==> config.mk <==
export PLATFORM = sky130hd
export DESIGN_NAME = alu_seq
export DESIGN_NICKNAME = d
export VERILOG_FILES = /design/src/rtl/alu_seq.sv
export SDC_FILE = /design/constraint.sdc
export NUM_CORES = 1
export LEC_CHECK = 0
export ABC_AREA = 1
export CAP_MARGIN = 20
export CORE_MARGIN = 5
export CORE_UTILIZATION = 25
export CTS_CLUSTER_SIZE = 10
export DETAILED_ROUTE_END_ITERATION = 7
export GPL_TIMING_DRIVEN = 1
export PLACE_DENSITY = 0.42
export REMOVE_ABC_BUFFERS = 1
export SETUP_SLACK_MARGIN = 0.3
export SLEW_MARGIN = 30
export SYNTH_ARGS = -nofsm -noshare
export SYNTH_HDL_FRONTEND = slang
export SYNTH_SLANG_ARGS = --single-unit
==> constraint.sdc <==
create_clock -name clk -period 3.1 [get_ports clk]
set_input_delay 0.465 -clock clk [delete_from_list [all_inputs] [get_ports clk]]
set_output_delay 0.465 -clock clk [all_outputs]
set_load 0.02 [all_outputs]
==> src/rtl/alu_seq.sv <==
// Sequential ALU: shifts, zero test, restoring divide, optional multiply.
// Define ALU_SEQ_MUL_EN to enable the shift-add multiplier on opcode 100.
module alu_seq #(
    parameter int WIDTH = 4
) (
    input  logic               clk,
    input  logic               rst,
    input  logic               start,
    input  logic [2:0]         opcode,
    input  logic [WIDTH-1:0]   portA,
    input  logic [WIDTH-1:0]   portB,
    output logic [2*WIDTH-1:0] result,
    output logic               done,
    output logic               busy,
    output logic               err
);

    localparam int CW = $clog2(WIDTH) + 1;

    localparam logic [0:0] IDLE = 1'b0;
    localparam logic [0:0] EXEC = 1'b1;

    localparam logic [2:0] OP_SHR = 3'b000;
    localparam logic [2:0] OP_SHL = 3'b001;
    localparam logic [2:0] OP_ISZ = 3'b010;
    localparam logic [2:0] OP_DIV = 3'b011;
`ifdef ALU_SEQ_MUL_EN
    localparam logic [2:0] OP_MUL = 3'b100;
`endif

    logic [0:0]         state;
    logic [2:0]         op_q;
    logic [WIDTH-1:0]   a_q;
    logic [WIDTH-1:0]   b_q;
    logic [WIDTH-1:0]   rem_q;
    logic [WIDTH-1:0]   quo_q;
    logic [CW-1:0]      cnt_q;

    logic               acc;
    logic               last;
    logic [WIDTH:0]     tr;
    logic               ge;
    logic [WIDTH-1:0]   rem_n;
    logic [WIDTH-1:0]   quo_n;

    logic               is_shr;
    logic               is_shl;
    logic               is_isz;
    logic               div_z;
    logic               div_go;

    logic               fin;
    logic [2*WIDTH-1:0] res_n;
    logic               err_n;

`ifdef ALU_SEQ_MUL_EN
    logic               is_mul;
    logic [2*WIDTH-1:0] prod_q;
    logic [2*WIDTH-1:0] mcand_q;
    logic [WIDTH-1:0]   mplr_q;
    logic [2*WIDTH-1:0] prod_n;

    assign is_mul = (op_q == OP_MUL);
    assign prod_n = prod_q + (mplr_q[0] ? mcand_q : '0);
`endif

    assign acc    = (state == IDLE) && start;
    assign last   = (cnt_q == CW'(WIDTH - 1));
    assign is_shr = (op_q == OP_SHR);
    assign is_shl = (op_q == OP_SHL);
    assign is_isz = (op_q == OP_ISZ);
    assign div_z  = (op_q == OP_DIV) && (b_q == '0);
    assign div_go = (op_q == OP_DIV) && (b_q != '0);

    // One restoring-divide step: shift in next dividend bit, try subtract.
    always_comb begin
        tr    = {rem_q, quo_q[WIDTH-1]};
        ge    = (tr >= {1'b0, b_q});
        rem_n = ge ? WIDTH'(tr - {1'b0, b_q}) : tr[WIDTH-1:0];
        quo_n = {quo_q[WIDTH-2:0], ge};
    end

    // Decide whether this EXEC edge completes, and what it writes.
    always_comb begin
        fin   = 1'b1;
        res_n = '0;
        err_n = 1'b1;
        unique case (1'b1)
            is_shr: begin
                res_n = {{WIDTH{1'b0}}, a_q >> b_q};
                err_n = 1'b0;
            end
            is_shl: begin
                res_n = {{WIDTH{1'b0}}, a_q << b_q};
                err_n = 1'b0;
            end
            is_isz: begin
                res_n = {{(2*WIDTH-1){1'b0}}, ~|a_q};
                err_n = 1'b0;
            end
            div_z: begin
                res_n = {a_q, {WIDTH{1'b1}}};
                err_n = 1'b1;
            end
            div_go: begin
                fin   = last;
                res_n = {rem_n, quo_n};
                err_n = 1'b0;
            end
`ifdef ALU_SEQ_MUL_EN
            is_mul: begin
                fin   = last;
                res_n = prod_n;
                err_n = 1'b0;
            end
`endif
            default: begin
                res_n = '0;
                err_n = 1'b1;
            end
        endcase
    end

    // Operand capture on accept, iterative datapath while executing.
    always_ff @(posedge clk or negedge rst) begin
        if (!rst) begin
            op_q  <= '0;
            a_q   <= '0;
            b_q   <= '0;
            rem_q <= '0;
            quo_q <= '0;
`ifdef ALU_SEQ_MUL_EN
            prod_q  <= '0;
            mcand_q <= '0;
            mplr_q  <= '0;
`endif
        end else if (acc) begin
            op_q  <= opcode;
            a_q   <= portA;
            b_q   <= portB;
            rem_q <= '0;
            quo_q <= portA;
`ifdef ALU_SEQ_MUL_EN
            prod_q  <= '0;
            mcand_q <= {{WIDTH{1'b0}}, portA};
            mplr_q  <= portB;
`endif
        end else if (state == EXEC) begin
            rem_q <= rem_n;
            quo_q <= quo_n;
`ifdef ALU_SEQ_MUL_EN
            prod_q  <= prod_n;
            mcand_q <= mcand_q << 1;
            mplr_q  <= mplr_q >> 1;
`endif
        end
    end

    // IDLE/EXEC control, step counter and registered outputs.
    always_ff @(posedge clk or negedge rst) begin
        if (!rst) begin
            state  <= IDLE;
            cnt_q  <= '0;
            result <= '0;
            done   <= 1'b0;
            busy   <= 1'b0;
            err    <= 1'b0;
        end else begin
            done <= 1'b0;
            if (acc) begin
                state <= EXEC;
                busy  <= 1'b1;
                cnt_q <= '0;
            end else if (state == EXEC) begin
                cnt_q <= cnt_q + CW'(1);
                if (fin) begin
                    state  <= IDLE;
                    busy   <= 1'b0;
                    done   <= 1'b1;
                    result <= res_n;
                    err    <= err_n;
                end
            end
        end
    end

endmodule

==> load_flow_metrics.sql, run 1 <==
INSERT INTO impl_metrics (metric_group, metric, value, unit) VALUES
('global_routing', 'grt_pass1_vias', '1536', ''),
('critical_path', 'worst_r2r_path_depth', '12', ''),
('place', 'final_gp_congestion', '0.830', ''),
('global_routing', 'grt.total_usage', '11.2', '%'),
('critical_path', 'worst-path-max-fanout', '8', ''),
('timing', 'upper_clock_frequency_limit', '494', 'MHz'),
('final_layout', 'proportion_of_layout_cells_with_a_drive_suffix_above_1', '7.30', '%'),
('synth', 'flops_latches_synth', '34', ''),
('clock_tree', 'cts_setup_buffers', '0', ''),
('place', 'numPlacedInstances', '365', ''),
('clock_tree', 'clock_tree_from_tritoncts', 'yes', ''),
('synth', 'synthesis.yosys.warnings', '0', ''),
('critical_path', 'arrival', '2210', 'ps'),
('global_routing', 'initial_antenna_violation_count', '0', ''),
('worst_hold_path', 'hold-path-endpoint', 'busy$_DFFE_PN0P_', ''),
('critical_path', 'kind_of_launch_point_of_the_worst_setup_path', 'flop', ''),
('timing', 'final-setup-viol-count', '0', ''),
('critical_path', 'worstReg2RegEnd', 'result[7]$_DFFE_PN0P_', ''),
('floorplanning', 'pin_count', '25', ''),
('floorplanning', 'row_count', '31', ''),
('floorplanning', 'effective_utilization_at_floorplan', '25.7', '%'),
('global_routing', 'global_route_wire_length_before_repair', '7.80', 'mm'),
('critical_path', 'crit_type', 'flop to flop', ''),
('place', 'placement.cell_area', '2220', 'µm²'),
('detailed_routing', 'met3WireLength', '222', 'µm'),
('timing', 'skew', '3.68', 'ps'),
('outcome', 'outcome', 'complete, no violations', ''),
('synth', 'synthDistinctLibCells', '28', ''),
('place', 'placement.io_buffers', '24', ''),
('timing', 'setup_repair_after_global_routing_missed_its_margin', 'no', ''),
('detailed_routing', 'drc', '0', ''),
('pwr', 'static-leakage-power', '1.15', 'nW'),
('synth', 'syn-cell-area', '1870', 'µm²'),
('timing', 'max_slew.worst_pin.slew', '593', 'ps'),
('floorplanning', 'die_width', '96.6', 'µm'),
('detailed_routing', 'drt-initial-drc-count', '146', ''),
('timing', 'timing.final.ws_setup', '1080', 'ps'),
('global_routing', 'grt_remaining_overflow', '0', ''),
('timing', 'hold_slack', '475', 'ps'),
('final_layout', 'final_cell_count_no_fill', '373', ''),
('synth', 'synth.top_cells.by_area', 'dfrtp_1 (45%), nand2_1 (19%), nand3_1 (5.6%)', ''),
('clock_tree', 'clockBufferDepth', '2', ''),
('detailed_routing', 'route.detailed.wl_per_inst', '12.6', 'µm'),
('worst_hold_path', 'worst_hold_path_type', 'flop to flop', ''),
('final_layout', 'layout.filler_cells', '814', ''),
('final_layout', 'design.final.nets', '294', ''),
('worst_hold_path', 'holdPathStages', '2', ''),
('detailed_routing', 'wl_met2', '2.13', 'mm'),
('final_layout', 'final_cell_utilization_of_the_core', '31.7', '%'),
('timing', 'timing.setup.tns', '0', 'ps'),
('final_layout', 'number_of_diodes', '0', ''),
('pwr', 'cellPowerDensity', '1100', 'nW/µm²'),
('synth', 'yosys.area.top_type_share', '45.4', '%'),
('global_routing', 'grt_max_degree', '35', ''),
('critical_path', 'timing.critical_path.mode_cell', 'nand2_1', ''),
('synth', 'synthesis.instances', '246', ''),
('critical_path', 'critical_path_required', '3290', 'ps'),
('clock_tree', 'total_number_of_clock_tree_sinks', '34', ''),
('clock_tree', 'cts_buf_count', '5', ''),
('detailed_routing', 'routed.top_layer', 'met4', ''),
('critical_path', 'path_buf_inv', '1', ''),
('critical_path', 'cp-end-kind', 'flop', ''),
('critical_path', 'r2r_start', 'b_q[2]$_DFFE_PN0P_', ''),
('critical_path', 'series_of_cell_instances_along_the_critical_path', 'clkinv_1, ha_1, a21oi_2, nand2_1, nand2_2, nand2_1, nand2_1, nand2_1, nand2_1, nand2_1, nand2_1, nand2_1', ''),
('job', 'maxCapViolCount', '0', ''),
('synth', 'synthDominantAreaCellType', 'dfrtp_1', ''),
('synth', 'synthesis.area_per_instance', '7.62', 'µm²'),
('timing', 'period_share', '65.3', '%'),
('floorplanning', 'die_area', '9330', 'µm²'),
('timing', 'final.min_clock_period', '2020', 'ps'),
('timing', 'slew_violations', '0', '');
-- where the power goes --
part           internal, mW  switching, mW
clock network         0.179          0.175
logic                 0.489          0.865
registers             0.647          0.184
-- final cells by class --
class | instances | area (µm²) | area share, %
multi-input combinational | 179 | 887 | 38.3
sequential | 34 | 851 | 36.8
timing repair buffer | 26 | 255 | 11.0
tap | 99 | 124 | 5.35
inverter | 27 | 101 | 4.38
clock buffer | 6 | 82.6 | 3.57
clock inverter | 2 | 12.5 | 0.541
-- registers in the layout (all words and copies together), names as in the netlist --
signal and count:
result 8, a_q 4, b_q 4, quo_q 4, rem_q 4, cnt_q 3, op_q 3, busy 1
done 1, err 1, state 1
-- worst register-to-register path: stages (launching register included) --
cell	delay [ps]
dfrtp_1	350
clkinv_1	230
ha_1	440
a21oi_2	190
nand2_1	80
nand2_2	90
nand2_1	140
nand2_1	100
nand2_1	80
nand2_1	70
nand2_1	50
nand2_1	50
nand2_1	50
-- routing by layer --
layer | vias to the layer above | GRT usage, %
li1 | 847 | -
met2 | 34 | 17.2
met5 | - | 0
met3 | 7 | 2.40
met1 | 742 | 15.2
met4 | 0 | 4.56
-- cells in the mapped netlist --
master / instances
o22ai_1: 1
nand2_1: 97
nand3_1: 21
nor3_1: 2
o21ai_4: 1
a21oi_1: 4
nand4_1: 7
dfrtp_1: 34
clkbuf_1: 1
nor2_2: 1
buf_2: 4
xnor2_1: 1
a21oi_2: 1
o211ai_1: 1
nor2_4: 1
inv_1: 24
a22o_1: 1
ha_1: 6
nor3_4: 1
buf_6: 1
o21ai_0: 16
nand2_2: 3
o21ai_1: 1
nor2_1: 10
o221ai_1: 2
clkinv_1: 1
inv_2: 2
fa_1: 1
-- cell families (layout without fill, tap and decap cells) --
family / Yosys count / after routing / synth area share (%)
AND/OR/NAND/NOR: 143 / 143 / 32.7
flip-flops: 34 / 34 / 45.4
buffers and inverters: 33 / 61 / 7.28
AO/OA/AOI/OAI: 28 / 28 / 9.08
adder cells (fa/ha/maj): 7 / 7 / 5.07
XOR/XNOR: 1 / 1 / 0.467
-- cell usage in the layout, fill, tap and decap left out, types with 2 or more instances in the layout --
| cell | synthesis | final |
|---|---|---|
| ha_1 | 6 | 6 |
| nand2_1 | 97 | 97 |
| nor3_1 | 2 | 2 |
| a21oi_1 | 4 | 4 |
| buf_4 | 0 | 2 |
| inv_1 | 24 | 24 |
| nand3_1 | 21 | 21 |
| nor2_1 | 10 | 10 |
| inv_2 | 2 | 2 |
| o21ai_0 | 16 | 16 |
| nand4_1 | 7 | 7 |
| clkbuf_8 | 0 | 6 |
| o221ai_1 | 2 | 2 |
| nand2_2 | 3 | 3 |
| clkdlybuf4s50_1 | 0 | 24 |
| dfrtp_1 | 34 | 34 |
-- worst max path at each step --
stage,depth (start not counted),from,end
after floorplan,12,b_q[2]$_DFFE_PN0P_,result[7]$_DFFE_PN0P_
after global placement,12,b_q[2]$_DFFE_PN0P_,result[7]$_DFFE_PN0P_
after detailed placement,12,b_q[2]$_DFFE_PN0P_,result[7]$_DFFE_PN0P_
after CTS,12,b_q[2]$_DFFE_PN0P_,result[7]$_DFFE_PN0P_
after global routing,12,b_q[2]$_DFFE_PN0P_,result[7]$_DFFE_PN0P_
final,12,b_q[2]$_DFFE_PN0P_,result[7]$_DFFE_PN0P_
Power figures use the tool's default switching activity.
==> inputs of run 2 (changes only) <==
==> constraint.sdc (replaced) <==
create_clock -name clk -period 1.99 [get_ports clk]
set_input_delay 0.2985 -clock clk [delete_from_list [all_inputs] [get_ports clk]]
set_output_delay 0.2985 -clock clk [all_outputs]
set_load 0.02 [all_outputs]
==> run 2 against run 1 <==
  * Critical path depth grew 1
  * Worst setup slack lost 690 ps
  * Sequential power grew 55%
  * Cell area grew 7.3%
  * Register-to-register slack lost 690 ps
  * Non-clock buffer count grew 10
  * Clock power grew 79%
  * Core utilization grew 2.3 points
==> load_flow_metrics.sql, run 2 (synthesized netlist as in run 1, its figures left out) <==
INSERT INTO impl_metrics (metric_group, metric, value, unit) VALUES
('clock_tree', 'cts_hold_buffers', '0', ''),
('detailed_routing', 'drc', '0', ''),
('timing', 'upper_clock_frequency_limit', '622', 'MHz'),
('job', 'maxCapViolCount', '0', ''),
('global_routing', 'grt.total_usage', '11.5', '%'),
('timing', 'timing.final.ws_setup', '383', 'ps'),
('floorplanning', 'effective_utilization_at_floorplan', '25.7', '%'),
('timing', 'max_slew.worst_pin.slew', '469', 'ps'),
('final_layout', 'proportion_of_layout_cells_with_a_drive_suffix_above_1', '16.5', '%'),
('clock_tree', 'total_number_of_clock_tree_sinks', '34', ''),
('floorplanning', 'row_count', '31', ''),
('critical_path', 'worst-path-max-fanout', '6', ''),
('global_routing', 'grt_max_degree', '35', ''),
('place', 'numPlacedInstances', '370', ''),
('timing', 'slew_violations', '0', ''),
('clock_tree', 'clock_tree_from_tritoncts', 'yes', ''),
('final_layout', 'final_cell_area', '2480', 'µm²'),
('clock_tree', 'clockBufferDepth', '2', ''),
('critical_path', 'crit_type', 'flop to flop', ''),
('pwr', 'static-leakage-power', '1.21', 'nW'),
('global_routing', 'initial_antenna_violation_count', '0', ''),
('timing', 'hold_viol_final', '0', ''),
('clock_tree', 'htreeDepth', '2', ''),
('timing', 'final-setup-viol-count', '0', ''),
('clock_tree', 'clkTransAtPathRegs', '70', 'ps'),
('worst_hold_path', 'worst_hold_path_type', 'input pin to asynchronous set/reset pin', ''),
('floorplanning', 'pin_count', '25', ''),
('final_layout', 'layout_common_cells', 'nand2_1 (92), dfrtp_1 (33), clkdlybuf4s50_1 (24)', ''),
('final_layout', 'number_of_diodes', '0', ''),
('final_layout', 'top_register', 'result', ''),
('place', 'placement.cell_area', '2260', 'µm²'),
('global_routing', 'global_route_wire_length_before_repair', '8.07', 'mm'),
('final_layout', 'area.growth.synth_to_final', '32.4', '%'),
('timing', 'period_share', '80.7', '%'),
('global_routing', 'grt_remaining_overflow', '0', ''),
('detailed_routing', 'drt_total_wl', '4.93', 'mm'),
('critical_path', 'arrival', '1790', 'ps'),
('detailed_routing', 'route.detailed.vias_per_inst', '4.38', ''),
('critical_path', 'cp-end-kind', 'flop', ''),
('timing', 'final.min_clock_period', '1610', 'ps'),
('clock_tree', 'cts_buf_count', '5', ''),
('detailed_routing', 'drtPass1Iterations', '4', ''),
('final_layout', 'most_frequent_standard_cell_in_the_layout_excluding_fill_and_tap_cells', 'nand2_1', ''),
('floorplanning', 'die_width', '96.6', 'µm'),
('critical_path', 'critical_path_required', '2170', 'ps'),
('timing', 'worst_slew_margin_rel', '68.8', '%'),
('pwr', 'cellPowerDensity', '1810', 'nW/µm²'),
('floorplanning', 'floorplan.die.height', '96.6', 'µm'),
('final_layout', 'final_cell_utilization_of_the_core', '34.0', '%'),
('timing', 'setup_repair_after_global_routing_missed_its_margin', 'yes', ''),
('outcome', 'outcome', 'complete, no violations', ''),
('place', 'preCtsSetupSlack', '162', 'ps'),
('detailed_routing', 'drt-initial-drc-count', '106', ''),
('detailed_routing', 'route.detailed.wl_per_inst', '12.9', 'µm'),
('critical_path', 'r2r_start', 'b_q[2]$_DFFE_PN0P_', ''),
('place', 'placement.io_buffers', '24', ''),
('clock_tree', 'clock_insertion_delay_worst_skew', '290', 'ps'),
('critical_path', 'worstSetupStartpoint', 'b_q[2]$_DFFE_PN0P_', ''),
('place', 'final_gp_congestion', '0.875', ''),
('pwr', 'worst_ir_drop_vdd', '0.425', 'mV'),
('timing', 'hold_slack', '432', 'ps'),
('pwr', 'finalPower', '4.50', 'mW'),
('global_routing', 'grt_pass1_vias', '1623', ''),
('floorplanning', 'die_area', '9330', 'µm²'),
('floorplanning', 'core-area', '7290', 'µm²'),
('final_layout', 'design.final.nets', '304', ''),
('timing', 'timing.setup.tns', '0', 'ps'),
('final_layout', 'max_reg_flops', '8', ''),
('final_layout', 'final_cell_count_no_fill', '383', ''),
('detailed_routing', 'dr_total_vias', '1678', ''),
('critical_path', 'kind_of_launch_point_of_the_worst_setup_path', 'flop', ''),
('clock_tree', 'clock_tree.root_cell', 'clkbuf_8', ''),
('place', 'hpwl', '3.68', 'mm'),
('detailed_routing', 'drt_antenna_net_count', '0', ''),
('timing', 'skew', '8.79', 'ps');
## run 2: path summary, 6_finish.rpt
check                                         to  slack, ps  cells past startpoint
max                        result[5]$_DFFE_PN0P_        380                     13
min                          op_q[1]$_DFFE_PN0P_        430                      2
max reg2reg                result[5]$_DFFE_PN0P_        380                     13
min reg2reg                result[3]$_DFFE_PN0P_        480                      2
max in group asynchronous        state$_DFF_PN0_       1210                      2
min in group clk           result[3]$_DFFE_PN0P_        480                      2
## run 2: repair_timing
item,in CTS,in global routing
pin swaps,0,4
setup buffers,0,5
gates resized for setup,3,19
endpoints found under the setup margin,9,19
## run 2: power breakdown
group          internal [mW]  switching (mW)
registers               1.01           0.276
logic                   1.04            1.54
clock network          0.375           0.258
total                   2.42            2.07
## run 2: critical path, stage by stage, from the launching register on
cell and delay, ps:
dfrtp_1 370, clkinv_2 80, ha_4 290, nand2_1 70, inv_1 50, nand2_1 40
nand2_1 60, nand2_2 100, nand2_4 130, nand2_1 90, nand3_2 80, nand2_1 50
nand2_1 50, nand2_1 40
## run 2: layout make-up
type,instances,area [µm²]
clock buffers,7,76.3
clock inverters,1,30.0
fillers,799,4810
inverters,27,103
multi-input cells,179,967
flip-flops and latches,34,852
well taps,99,124
repair buffers,36,330
## run 2: per-layer routing
metal	track usage (%)	vias up	part of all wire, %
li1	-	863	-
met1	15.1	760	48
met2	17.9	45	45
met3	2.71	10	4.8
met4	5.26	0	2.3
met5	0	-	0
==> inputs of run 3 (changes only) <==
==> constraint.sdc (replaced) <==
create_clock -name clk -period 1.7 [get_ports clk]
set_input_delay 0.255 -clock clk [delete_from_list [all_inputs] [get_ports clk]]
set_output_delay 0.255 -clock clk [all_outputs]
set_load 0.02 [all_outputs]
==> run 3 against run 2 <==
  * Critical path depth shrank 1
  * Via count increased by 4.6%
  * Largest cell class unchanged
  * Final cell count grew 4.4%
  * Register-to-register slack worse by 260 ps
  * Clock skew rose by 0.59 ps
  * Sequential power rose by 13%
  * Non-clock buffer count grew 17
  * Highest routed layer unchanged
  * Hold slack worse by 46 ps
==> load_flow_metrics.sql, run 3 (synthesized netlist as in run 1, its figures left out) <==
INSERT INTO impl_metrics (metric_group, metric, value, unit) VALUES
('final_layout', 'proportion_of_layout_cells_with_a_drive_suffix_above_1', '30.6', '%'),
('critical_path', 'kind_of_launch_point_of_the_worst_setup_path', 'flop', ''),
('floorplanning', 'die_area', '9330', 'µm²'),
('timing', 'worst_slew_margin_rel', '69.2', '%'),
('global_routing', 'initial_antenna_violation_count', '0', ''),
('pwr', 'total_switching_power', '2.94', 'mW'),
('critical_path', 'path_buf_inv', '1', ''),
('clock_tree', 'clock_insertion_delay_worst_skew', '290', 'ps'),
('floorplanning', 'row_count', '31', ''),
('critical_path', 'worstSetupStartpoint', 'b_q[0]$_DFFE_PN0P_', ''),
('clock_tree', 'clockBufferDepth', '2', ''),
('critical_path', 'timing.critical_path.mode_cell', 'nand2_1', ''),
('place', 'placement.io_buffers', '24', ''),
('floorplanning', 'die_width', '96.6', 'µm'),
('final_layout', 'layout.filler_cells', '784', ''),
('critical_path', 'crit_type', 'flop to flop', ''),
('final_layout', 'number_of_diodes', '0', ''),
('timing', 'max_slew.worst_pin.slew', '462', 'ps'),
('clock_tree', 'clkTransAtPathRegs', '80', 'ps'),
('critical_path', 'cpPeakStageDelay', '440', 'ps'),
('timing', 'final.min_clock_period', '1570', 'ps'),
('place', 'final_gp_congestion', '0.859', ''),
('place', 'numPlacedInstances', '380', ''),
('outcome', 'outcome', 'complete, no violations', ''),
('detailed_routing', 'route.detailed.vias_per_inst', '4.39', ''),
('clock_tree', 'clock_tree_from_tritoncts', 'yes', ''),
('timing', 'final-setup-viol-count', '0', ''),
('pwr', 'worst_ir_drop_vdd', '0.584', 'mV'),
('global_routing', 'grt_remaining_overflow', '0', ''),
('pwr', 'p_int', '3.46', 'mW'),
('timing', 'setup_repair_after_global_routing_missed_its_margin', 'yes', ''),
('final_layout', 'most_frequent_standard_cell_in_the_layout_excluding_fill_and_tap_cells', 'nand2_1', ''),
('critical_path', 'critPathSlowestCell', 'dfrtp_1', ''),
('timing', 'period_share', '92.5', '%'),
('timing', 'skew', '9.37', 'ps'),
('timing', 'slew_violations', '0', ''),
('floorplanning', 'core-area', '7290', 'µm²'),
('place', 'hpwl', '3.86', 'mm'),
('clock_tree', 'cts_buf_count', '5', ''),
('critical_path', 'cp-end-kind', 'flop', ''),
('global_routing', 'grt.total_usage', '12.9', '%'),
('detailed_routing', 'drt-initial-drc-count', '193', ''),
('pwr', 'static-leakage-power', '1.40', 'nW'),
('final_layout', 'final_cell_count_no_fill', '400', ''),
('critical_path', 'series_of_cell_instances_along_the_critical_path', 'ha_4, inv_2, nand2_1, nand2_2, nand2_2, nand2_4, nand2_8, nand2_4, nand3_1, nand2_1, nand2_1, nand2_1', ''),
('timing', 'hold_viol_final', '0', ''),
('critical_path', 'worst-path-max-fanout', '6', ''),
('clock_tree', 'clock_tree.root_cell', 'clkbuf_8', ''),
('final_layout', 'area.growth.synth_to_final', '47.5', '%'),
('floorplanning', 'pin_count', '25', ''),
('critical_path', 'r2r_start', 'b_q[0]$_DFFE_PN0P_', ''),
('timing', 'timing.final.ws_setup', '127', 'ps'),
('critical_path', 'critical_path_required', '1890', 'ps'),
('pwr', 'p_seq_share', '22.9', '%'),
('floorplanning', 'effective_utilization_at_floorplan', '25.7', '%'),
('detailed_routing', 'drt_total_wl', '5.42', 'mm'),
('pwr', 'combinational_share_of_power', '62.7', '%'),
('critical_path', 'critical_path.top_delay_family', 'simple AND/OR/NAND/NOR gates', ''),
('final_layout', 'max_reg_flops', '8', ''),
('place', 'preCtsSetupSlack', '-23.5', 'ps'),
('job', 'maxCapViolCount', '0', ''),
('global_routing', 'grt_pass1_vias', '1740', ''),
('pwr', 'cellPowerDensity', '2310', 'nW/µm²'),
('clock_tree', 'htreeDepth', '2', ''),
('detailed_routing', 'drt_antenna_net_count', '0', ''),
('final_layout', 'top_register', 'result', ''),
('worst_hold_path', 'worst_hold_path_type', 'input pin to asynchronous set/reset pin', ''),
('floorplanning', 'floorplan.die.height', '96.6', 'µm'),
('final_layout', 'layout_common_cells', 'nand2_1 (82), dfrtp_1 (34), buf_4 (26)', ''),
('global_routing', 'global_route_wire_length_before_repair', '8.99', 'mm'),
('pwr', 'power_frac_clock', '14.4', '%'),
('timing', 'upper_clock_frequency_limit', '636', 'MHz'),
('critical_path', 'arrival', '1770', 'ps'),
('global_routing', 'grt_max_degree', '35', ''),
('pwr', 'sw_frac_of_total', '46.0', '%'),
('detailed_routing', 'drtPass1Iterations', '4', ''),
('detailed_routing', 'dr_total_vias', '1756', ''),
('detailed_routing', 'route.detailed.wl_per_inst', '13.5', 'µm'),
('timing', 'hold_slack', '386', 'ps'),
('clock_tree', 'total_number_of_clock_tree_sinks', '34', ''),
('final_layout', 'design.final.nets', '321', ''),
('detailed_routing', 'drc', '0', '');
run 3: changes by cell type in the layout (fill, tap and decap cells not counted), moves of 3 or more:
cell             change
nand2_4              +4
nand3_2              +6
buf_6                +3
buf_4               +14
inv_2                +4
nor2_4               +3
nand3_1              -6
nand2_2              +5
clkdlybuf4s50_1     -11
inv_1                -5
nand2_1             -10
dlygate4sd2_1       +11
run 3: repair_timing:
item | CTS | global route
setup endpoints to repair | 25 | 22
cloned | 0 | 0
buffers inserted | 7 | 5
hold buffers | 0 | 0
gates resized for setup | 40 | 34
pin swaps | 7 | 10
run 3: final timing paths:
| path | endpoint | slack, ps | depth (start not counted) |
|---|---|---|---|
| max | result[4]$_DFFE_PN0P_ | 130 | 12 |
| min | b_q[0]$_DFFE_PN0P_ | 390 | 2 |
| max reg2reg | result[4]$_DFFE_PN0P_ | 130 | 12 |
| max in group asynchronous | state$_DFF_PN0_ | 990 | 2 |
| min reg2reg | result[3]$_DFFE_PN0P_ | 470 | 2 |
| min in group clk | result[3]$_DFFE_PN0P_ | 470 | 2 |
run 3: routing by layer:
layer / track usage, % / routed length [µm] / vias to the layer above
met3: 2.63 / 236 / 9
li1: - / - / 899
met5: 0 / 0 / -
met4: 5.14 / 100 / 0
met1: 17.6 / 2550 / 805
met2: 19.9 / 2530 / 43
run 3: through the flow:
stage | setup TNS [ps] | area [µm²] | total power [mW] | utilization [%]
after global routing | 0 | 2770 | 6.92 | 37.9
after CTS | 0 | 2610 | 5.74 | 35.8
after global placement | -3.36 | 2330 | 4.38 | 32.0
after detailed placement | -54.2 | 2330 | 4.35 | 32.0
final | 0 | 2770 | 6.39 | 37.9
after floorplan | -51.9 | 1840 | 3.23 | -
run 3: cell type report:
cell class | count | area [µm²] | area share [%]
sequential | 34 | 851 | 30.8
clock inverter | 3 | 68.8 | 2.49
timing repair buffer | 53 | 455 | 16.5
multi-input combinational | 179 | 1090 | 39.5
inverter | 27 | 105 | 3.80
clock buffer | 5 | 68.8 | 2.49
tap | 99 | 124 | 4.48
run 3: power by group through the flow:
stage	Sequential, mW	Combinational (mW)	Clock [mW]
global placement	1.47	2.91	0
detailed placement	1.47	2.88	0
finish	1.46	4.01	0.921
floorplan	1.57	1.66	0
CTS	1.47	3.32	0.947
global route	1.51	4.43	0.982
run 3: worst register-to-register path: stages (launching register included):
cell	delay, ps
dfrtp_1	440
ha_4	300
inv_2	30
nand2_1	70
nand2_2	60
nand2_2	70
nand2_4	80
nand2_8	120
nand2_4	60
nand3_1	80
nand2_1	70
nand2_1	60
nand2_1	40
